--- src/rtl/mem_copy_dma_pkg.sv ---
// Shared definitions for native-bus initiators: copy FSM states and bus constants.
// Latency: n/a (types, constants and helpers only).
// Backpressure: n/a.
package mem_copy_dma_pkg;

    typedef enum logic [2:0] {
        IDLE  = 3'd0,
        READ  = 3'd1,
        RGAP  = 3'd2,
        WRITE = 3'd3,
        WGAP  = 3'd4,
        FIN   = 3'd5
    } dma_state_t;

    // Byte strobes on the native bus: all-zero marks a read, all-ones a full-word write.
    localparam logic [3:0]  WSTRB_READ = 4'b0000;
    localparam logic [3:0]  WSTRB_WORD = 4'b1111;
    localparam logic [31:0] WORD_BYTES = 32'd4;

    // Byte address of word idx past base; wraps modulo 2^32 by construction.
    function automatic logic [31:0] word_addr(input logic [31:0] base, input logic [31:0] idx);
        return base + idx * WORD_BYTES;
    endfunction

    function automatic logic is_word_aligned(input logic [31:0] addr);
        return addr[1:0] == 2'b00;
    endfunction

endpackage

--- src/rtl/mem_bus_txn.sv ---
// One native-bus transaction: raise valid on launch, hold address/data/strobe until handshake, then drop valid.
// Latency: valid is registered, high the cycle after launch; valid falls the cycle after the handshake.
// Backpressure: waits indefinitely for mem_ready; launch is ignored while a transaction is outstanding.
//
// Ports: clk/resetn; launch + launch_addr/wdata/wstrb from the sequencer;
//        mem_valid/addr/wdata/wstrb/ready to the bus; xfer_done marks the handshake cycle.
module mem_bus_txn
    import mem_copy_dma_pkg::*;
(
    input  logic        clk,
    input  logic        resetn,
    input  logic        launch,
    input  logic [31:0] launch_addr,
    input  logic [31:0] launch_wdata,
    input  logic [3:0]  launch_wstrb,
    input  logic        mem_ready,
    output logic        mem_valid,
    output logic [31:0] mem_addr,
    output logic [31:0] mem_wdata,
    output logic [3:0]  mem_wstrb,
    output logic        xfer_done
);

    assign xfer_done = mem_valid & mem_ready;

    // Request fields load only while idle, so they stay frozen for the whole stall.
    always_ff @(posedge clk or negedge resetn) begin
        if (!resetn) begin
            mem_valid <= 1'b0;
            mem_addr  <= 32'd0;
            mem_wdata <= 32'd0;
            mem_wstrb <= WSTRB_READ;
        end else if (xfer_done) begin
            mem_valid <= 1'b0;
        end else if (launch && !mem_valid) begin
            mem_valid <= 1'b1;
            mem_addr  <= launch_addr;
            mem_wdata <= launch_wdata;
            mem_wstrb <= launch_wstrb;
        end
    end

endmodule

--- src/rtl/mem_copy_dma.sv ---
// Word-by-word memory copy engine: read one word, write it, repeat, over a single native-bus initiator.
// Latency: 6 cycles per word plus 2 (start edge to done) with a one-cycle bus response; done for len=0/errors 2 cycles after start edge.
// Backpressure: each transfer holds until mem_ready; no timeout; start is ignored while not idle.
//
// Ports: clk/resetn; start + src_addr/dst_addr/len request; busy/done/err/count status;
//        mem_valid/ready/addr/wdata/wstrb/rdata native memory initiator.
module mem_copy_dma
    import mem_copy_dma_pkg::*;
#(
    parameter int LEN_W = 11
) (
    input  logic             clk,
    input  logic             resetn,
    input  logic             start,
    input  logic [31:0]      src_addr,
    input  logic [31:0]      dst_addr,
    input  logic [LEN_W-1:0] len,
    output logic             busy,
    output logic             done,
    output logic             err,
    output logic [LEN_W-1:0] count,
    output logic             mem_valid,
    input  logic             mem_ready,
    output logic [31:0]      mem_addr,
    output logic [31:0]      mem_wdata,
    output logic [3:0]       mem_wstrb,
    input  logic [31:0]      mem_rdata
);

    dma_state_t       state;
    logic [31:0]      src_q;
    logic [31:0]      dst_q;
    logic [31:0]      buf_q;
    logic [LEN_W-1:0] len_q;
    logic             err_pend;

    logic             req_aligned;
    logic             launch;
    logic [31:0]      launch_addr;
    logic [3:0]       launch_wstrb;
    logic             xfer_done;

    assign req_aligned = is_word_aligned(src_addr) && is_word_aligned(dst_addr);

    // Launch is issued in the same cycle the FSM moves into READ/WRITE so the
    // transaction's registered valid lines up with the new state.
    always_comb begin
        launch       = 1'b0;
        launch_addr  = 32'd0;
        launch_wstrb = WSTRB_READ;
        case (state)
            IDLE: begin
                if (start && req_aligned && (len != '0)) begin
                    launch      = 1'b1;
                    launch_addr = src_addr;
                end
            end
            RGAP: begin
                launch       = 1'b1;
                launch_addr  = word_addr(dst_q, 32'(count));
                launch_wstrb = WSTRB_WORD;
            end
            WGAP: begin
                // count already includes the word just written, so it indexes the next read.
                if (count < len_q) begin
                    launch      = 1'b1;
                    launch_addr = word_addr(src_q, 32'(count));
                end
            end
            default: ;
        endcase
    end

    always_ff @(posedge clk or negedge resetn) begin
        if (!resetn) begin
            state    <= IDLE;
            src_q    <= 32'd0;
            dst_q    <= 32'd0;
            buf_q    <= 32'd0;
            len_q    <= '0;
            err_pend <= 1'b0;
            count    <= '0;
            busy     <= 1'b0;
            done     <= 1'b0;
            err      <= 1'b0;
        end else begin
            done <= 1'b0;
            err  <= 1'b0;
            case (state)
                IDLE: begin
                    if (start) begin
                        busy  <= 1'b1;
                        count <= '0;
                        if (!req_aligned) begin
                            err_pend <= 1'b1;
                            state    <= FIN;
                        end else if (len == '0) begin
                            err_pend <= 1'b0;
                            state    <= FIN;
                        end else begin
                            err_pend <= 1'b0;
                            src_q    <= src_addr;
                            dst_q    <= dst_addr;
                            len_q    <= len;
                            state    <= READ;
                        end
                    end
                end
                READ: begin
                    if (xfer_done) begin
                        buf_q <= mem_rdata;
                        state <= RGAP;
                    end
                end
                RGAP: state <= WRITE;
                WRITE: begin
                    if (xfer_done) begin
                        count <= count + LEN_W'(1);
                        state <= WGAP;
                    end
                end
                WGAP: state <= (count < len_q) ? READ : FIN;
                FIN: begin
                    done  <= 1'b1;
                    err   <= err_pend;
                    busy  <= 1'b0;
                    state <= IDLE;
                end
                default: state <= IDLE;
            endcase
        end
    end

    mem_bus_txn u_txn (
        .clk          (clk),
        .resetn       (resetn),
        .launch       (launch),
        .launch_addr  (launch_addr),
        .launch_wdata (buf_q),
        .launch_wstrb (launch_wstrb),
        .mem_ready    (mem_ready),
        .mem_valid    (mem_valid),
        .mem_addr     (mem_addr),
        .mem_wdata    (mem_wdata),
        .mem_wstrb    (mem_wstrb),
        .xfer_done    (xfer_done)
    );

endmodule

--- config.mk ---
export PLATFORM = sky130hd
export DESIGN_NAME = mem_copy_dma
export DESIGN_NICKNAME = d
export VERILOG_FILES = /design/src/rtl/mem_copy_dma_pkg.sv /design/src/rtl/mem_bus_txn.sv /design/src/rtl/mem_copy_dma.sv
export SDC_FILE = /design/constraint.sdc
export NUM_CORES = 1
export LEC_CHECK = 0
export CORE_MARGIN = 1.5
export CORE_UTILIZATION = 54
export CTS_BUF_LIST = sky130_fd_sc_hd__clkbuf_2 sky130_fd_sc_hd__clkbuf_4 sky130_fd_sc_hd__clkbuf_8
export DETAILED_ROUTE_END_ITERATION = 6
export GPL_ROUTABILITY_DRIVEN = 0
export PLACE_DENSITY = 0.9
export SYNTH_ARGS = -nofsm -noshare
export SYNTH_HDL_FRONTEND = slang
export SYNTH_SLANG_ARGS = --single-unit
--- constraint.sdc ---
create_clock -name clk -period 3.3 [get_ports clk]
set_input_delay 0.495 -clock clk [delete_from_list [all_inputs] [get_ports clk]]
set_output_delay 0.495 -clock clk [all_outputs]
set_load 0.02 [all_outputs]
## Word-level counts from Yosys, hierarchy flattened

Cells that the tools add are included.

- Register bits: 194
- Bits of input ports: 111
- Output and inout port bits: 83
- Word-level logic and storage cells: 73

- Add/subtract/negate cells: 3
- Order comparisons: 1
- Eq/ne operators: 8
- Muxes and demuxes: 24
- Bitwise operators: 3
- Reductions and logical operators: 20

Operators by type and width:

| cell | number |
|---|---|
| $pmux W32 S3 | 1 |
| $add A32 B13 Y32 | 2 |
| $mux W32 | 2 |
| $mux W11 | 2 |
| $pmux W11 S2 | 1 |
| $mux W3 | 6 |
| $pmux W3 S5 | 1 |
| $add A11 B1 Y11 const B | 1 |
| $logic_not A11 Y1 | 1 |
| $lt A11 B11 Y1 | 1 |
| $reduce_bool A11 Y1 | 1 |
| $mux W1 | 8 |
| $reduce_and A2 Y1 | 4 |
| $eq A3 B2 Y1 const B | 2 |
| $eq A3 B3 Y1 const B | 2 |
| $reduce_and A3 Y1 | 2 |
| $reduce_bool A2 Y1 | 3 |
| $logic_and A1 B1 Y1 | 4 |
| $logic_not A2 Y1 | 2 |
| $mux W4 | 1 |
| $ne A2 B1 Y1 const B | 2 |
| $reduce_and A4 Y1 | 1 |
| $eq A3 B1 Y1 const B | 1 |
| $logic_not A3 Y1 | 1 |
| 6 further kinds | 7 |

## Logic depth before layout (Yosys ltp)

- Depth after elaboration: 9
- Gate-level depth with buffers: 13
- Gate-level depth less buffers: 11

## By module

From an unflattened synthesis, not the netlist that was laid out.

- Cell total of the unflattened synthesis: 950
- Area, all modules: 9,879.5 um^2

By module, submodules not included:

| module | instances | cells each | area an instance (um^2) | sequential area each (um^2) |
|---|---|---|---|---|
| mem_copy_dma | 1 | 801 | 7,258.2 | 3,128.0 |
| mem_bus_txn | 1 | 149 | 2,621.3 | 1,726.7 |

## Worst setup path before layout

No wires, ideal clock.

- Kind: register -> register
- From: register count[0]
- To: register u_txn.mem_addr[24]
- Setup time: 0.129 ns
- Data arrival time: 2.673 ns
- Required time: 3.171 ns
- Setup slack: 0.498 ns
- Cell stages (with the launch flop): 12
- Buffers on the path: 0
- Clock period less this slack: 2.802 ns
- Cell sequence: dfrtp_1 ha_1 inv_1 fa_1 nand2b_1 a21oi_1 o311a_1 o41ai_4 nor4b_1 xor2_1 a221oi_1 a21oi_1

- Word-level cells in the longest chain between the ends: 5
- Elaborated cells on any way between the ends: 9
- Classes of those cells: 2 x add/sub; 1 x order compare; 4 x mux; 2 x reduce/logical

RTL lines:

| what | line | text |
|---|---|---|
| from (decl) | mem_copy_dma.sv:21 | `output logic [LEN_W-1:0] count,` |
| from (signal assigned) | mem_copy_dma.sv:118 | `count <= count + LEN_W'(1);` |
| parallel branches: the longest is 5 deep, another holds $add A32 B13 Y32 | -- |  |
| to (signal assigned) | mem_bus_txn.sv:37 | `mem_addr <= launch_addr;` |
| to (decl) | mem_bus_txn.sv:18 | `output logic [31:0] mem_addr,` |

Parallel ways; which one is timed is not known.
A chain may end at the register's enable or synchronous reset.

## Final worst setup path

- From: register count[1]
- To: register u_txn.mem_addr[24]

The elaborated chain is that of the path after synthesis.

==> run summary <==
The later pin in the worst-skew pair is clocked with a latency of 490 ps. The largest fanout on the critical path works out to 9. The run gives 0 as the quantity of gates resized following cts. Number of buffers added by the clock tree synthesis step: 17. The first global-routing pass estimated 40600 um of wire. In the final routed layout, each cell accounts on average for 17.2 um. In this run the remaining antenna-violating nets after routing total 0. The number of global-route vias before repair is 8238, and the number of detailed-routing iterations run before antenna repair is 7. The total global routing overflow was 0; the maximum clock path buffer count was 2. The flow ran to the end, and the final reports show no timing, DRC or antenna violations.

The run gives 0.280 as the overall routing resource usage. The number of DRC violations after detailed routing was 0. The effective utilization at floorplan was 0.555; the number of flops mapped to enable cells by yosys was 0. The maximum operating frequency was 330 MHz; the final hold slack was 39.6 ps. The area occupied by multi-input gates is 0.00456 sq mm, and the number of sinks on the clock net is 191. The critical path is of the reg2reg type. Clock tree synthesis selected as its root buffer the cell clkbuf_8. Switching share of power: 0.379. For this run, the number of Yosys warnings is 0. For this block, the via count after detailed routing is 8376.

Setup violations remaining at the end of the flow were counted as 0. From left edge to right edge, the die measures 137 um. Averaged over all synthesized cells, the footprint is 9.24 sq um. Across the run, the number of max-cap violations was 0. In this run, the number of DRC markers left after iteration 0 of detailed routing was 736. After legalization and detailed placement, the total HPWL measured 18000 um. The total chip power is 8.45 mW, and the setup TNS is 0 ps.

The main flop type after synthesis was dfrtp_1. The total area inside the core boundary comes to 0.0174 sq mm. The run gives 0.445 as the relative contribution of sequential cells to total power. The initialized floorplan defines 48 standard-cell rows.

The sequential area share after synthesis was 0.494. The slew at the pin closest to its max-slew limit came out at 753 ps. The tools report the worst endpoint required time as 3680 ps. Synthesis produced a netlist with a net count of 1193. The proportion of layout cells with a drive suffix above 1 is 0.0886, and the total count of max-transition violations in the final report is 0. CTS built an H-tree with a depth of 4. The floorplan step defined a die boundary enclosing 0.0187 sq mm.

The total I/O pin count is 194. The maximum clock skew at final layout is 17.8 ps, and the maximum number of pins on one net before global-route repair is 94. The total power divided by cell area is 689 mW/mm^2. The buffer count from post-CTS setup fixing is 0, and the number of distinct library cell variants in the gate-level netlist after synthesis is 72. The internal power of the cells totals 5.24 mW.

In this run, post-CTS hold repair placed 0 buffers. The filler cells instantiated in the layout total 1267. The tools report the final number of hold-violating endpoints as 0. The total of buffers placed on input and output ports is 193. The final layout contains 1375 nets. STA classifies the critical path endpoint as a register.

The clock slew seen by the registers of the worst setup and hold paths was 120 ps. 0 antenna diodes ended up in the layout. Worst-case vdd ir drop: 0.000424 V. The tools report the part of the total power dissipated in the clock network as 0.191.

The worst hold path belongs to the class in2async. Compared with the post-synthesis result, the final layout area differs by 26.9%. In the layout the commonest cells are 346 x nand2_1, 192 x clkdlybuf4s50_1, 191 x dfrtp_1, 67 x nor2_1, 37 x o21ai_0. STA classifies the critical path startpoint as a register. The floorplan die height works out to 137 um. The total net switching power came out at 3.21 mW. Subtracting the final worst setup slack from the clock period gives 3030 ps. The share of the clock period used by the worst path works out to 0.919.

Counting flops and latches in the post-synthesis netlist gives 191. Across the whole layout, storage elements account for 0.00478 sq mm. The run gives 0.364 as the part of the power in combinational logic.

The cell count after synthesis came out at 1047. The share of synthesized flip-flops with an asynchronous set or reset is 1.00. TritonCTS built the clock tree.

The library cell used most frequently in the layout, excluding fill and tap cells, is nand2_1. The wire length reported by the detailed router was 25200 um; the remaining max-slew budget at the tightest pin was 0.498. Setup repair after global routing left no endpoint under its margin. The average vias per placed instance is 5.71, and the number of antenna violations at the first check in global routing is 0.

Data on the critical path arrives at its endpoint at 3420 ps. In this run the cell area of the synthesized design comes to 0.00967 sq mm. The tools report the leakage power of the design as 5.80 nW.
-- power groups by stage --
stage / clock (mW) / combinational [mW] / sequential (mW)
after global routing: 1.74 / 3.38 / 3.85
after detailed placement: 0 / 3.08 / 3.79
after global placement: 0 / 2.94 / 3.76
after floorplan: 0 / 1.44 / 4.03
final: 1.61 / 3.08 / 3.76
after CTS: 1.64 / 3.10 / 3.75
-- worst max-delay path: stages (launching register included) --
cell and delay, ps:
dfrtp_1 520, inv_1 180, fa_1 490, nand2b_1 180, a21oi_1 200, o311a_1 280
o41ai_4 150, nor4b_1 400, xor2_1 130, a221oi_1 290, a21oi_1 100
-- synth_stat cells (8+ instances only) --
master | count | area share
a21o_1 | 9 | 0.0070
a21oi_1 | 24 | 0.012
a221oi_1 | 8 | 0.0072
a41oi_1 | 13 | 0.012
and3_1 | 9 | 0.0058
clkbuf_1 | 30 | 0.012
dfrtp_1 | 191 | 0.49
ha_1 | 33 | 0.043
inv_1 | 23 | 0.0089
mux2_2 | 32 | 0.037
nand2_1 | 346 | 0.13
nand2b_1 | 10 | 0.0065
nand3_1 | 14 | 0.0072
nor2_1 | 67 | 0.026
nor3_1 | 15 | 0.0078
nor4_1 | 11 | 0.0071
o21ai_0 | 37 | 0.019
o21ai_1 | 9 | 0.0047
xnor2_1 | 23 | 0.021
xor2_1 | 27 | 0.024
-- state kept, by name, indices dropped and copies added, names as in the netlist, 3 cells and up --
register,count
dst_q,32
state,3
u_txn.mem_wdata,32
buf_q,32
src_q,32
len_q,11
count,11
u_txn.mem_addr,32
-- final timing paths --
check                               start             endpoint  slack [ps]  cells past startpoint
worst max-delay path             count[1]   u_txn.mem_addr[24]         270                     10
worst min-delay path               resetn   u_txn.mem_addr[16]          40                      1
worst max register to register   count[1]   u_txn.mem_addr[24]         270                     10
worst min register to register  buf_q[17]  u_txn.mem_wdata[17]         480                      2
max in group asynchronous          resetn            src_q[28]        2430                      2
min in group clk                buf_q[17]  u_txn.mem_wdata[17]         480                      2
-- cell families (layout without fill, tap and decap cells) --
group | Yosys count | count (layout) | share of synthesized area
compound gates | 152 | 152 | 0.111
xor+xnor | 50 | 50 | 0.0453
mux | 34 | 34 | 0.0393
simple gates | 513 | 513 | 0.228
flops | 191 | 191 | 0.494
fa+ha+maj | 35 | 35 | 0.0468
buf+inv | 72 | 267 | 0.0357
-- metal layers --
metal	global-route usage	wire, um	vias to the layer above
met1	0.371	10500	4017
met3	0.0600	2090	68
met4	0.115	766	0
met2	0.448	11800	404
li1	-	-	3887
met5	0	0	-
-- stage by stage --
stage | setup WS [ps] | utilization | instance area (sq um) | std cells
2_1_floorplan | 498 | - | 9670 | 1047
3_3_place_gp | 388 | 0.679 | 11800 | 1435
3_5_place_dp | 289 | 0.679 | 11800 | 1435
4_1_cts | 275 | 0.704 | 12300 | 1467
5_1_grt | 28.6 | 0.704 | 12300 | 1467
6_report | 266 | 0.704 | 12300 | 1467
-- area by class of cell --
class,count,area share
clock buffer,17,0.0191
clock inverter,15,0.0164
inverter,23,0.00704
multi-input combinational,784,0.371
sequential,191,0.390
tap,225,0.0229
timing repair buffer,212,0.173
Power figures use the tool's default switching activity.
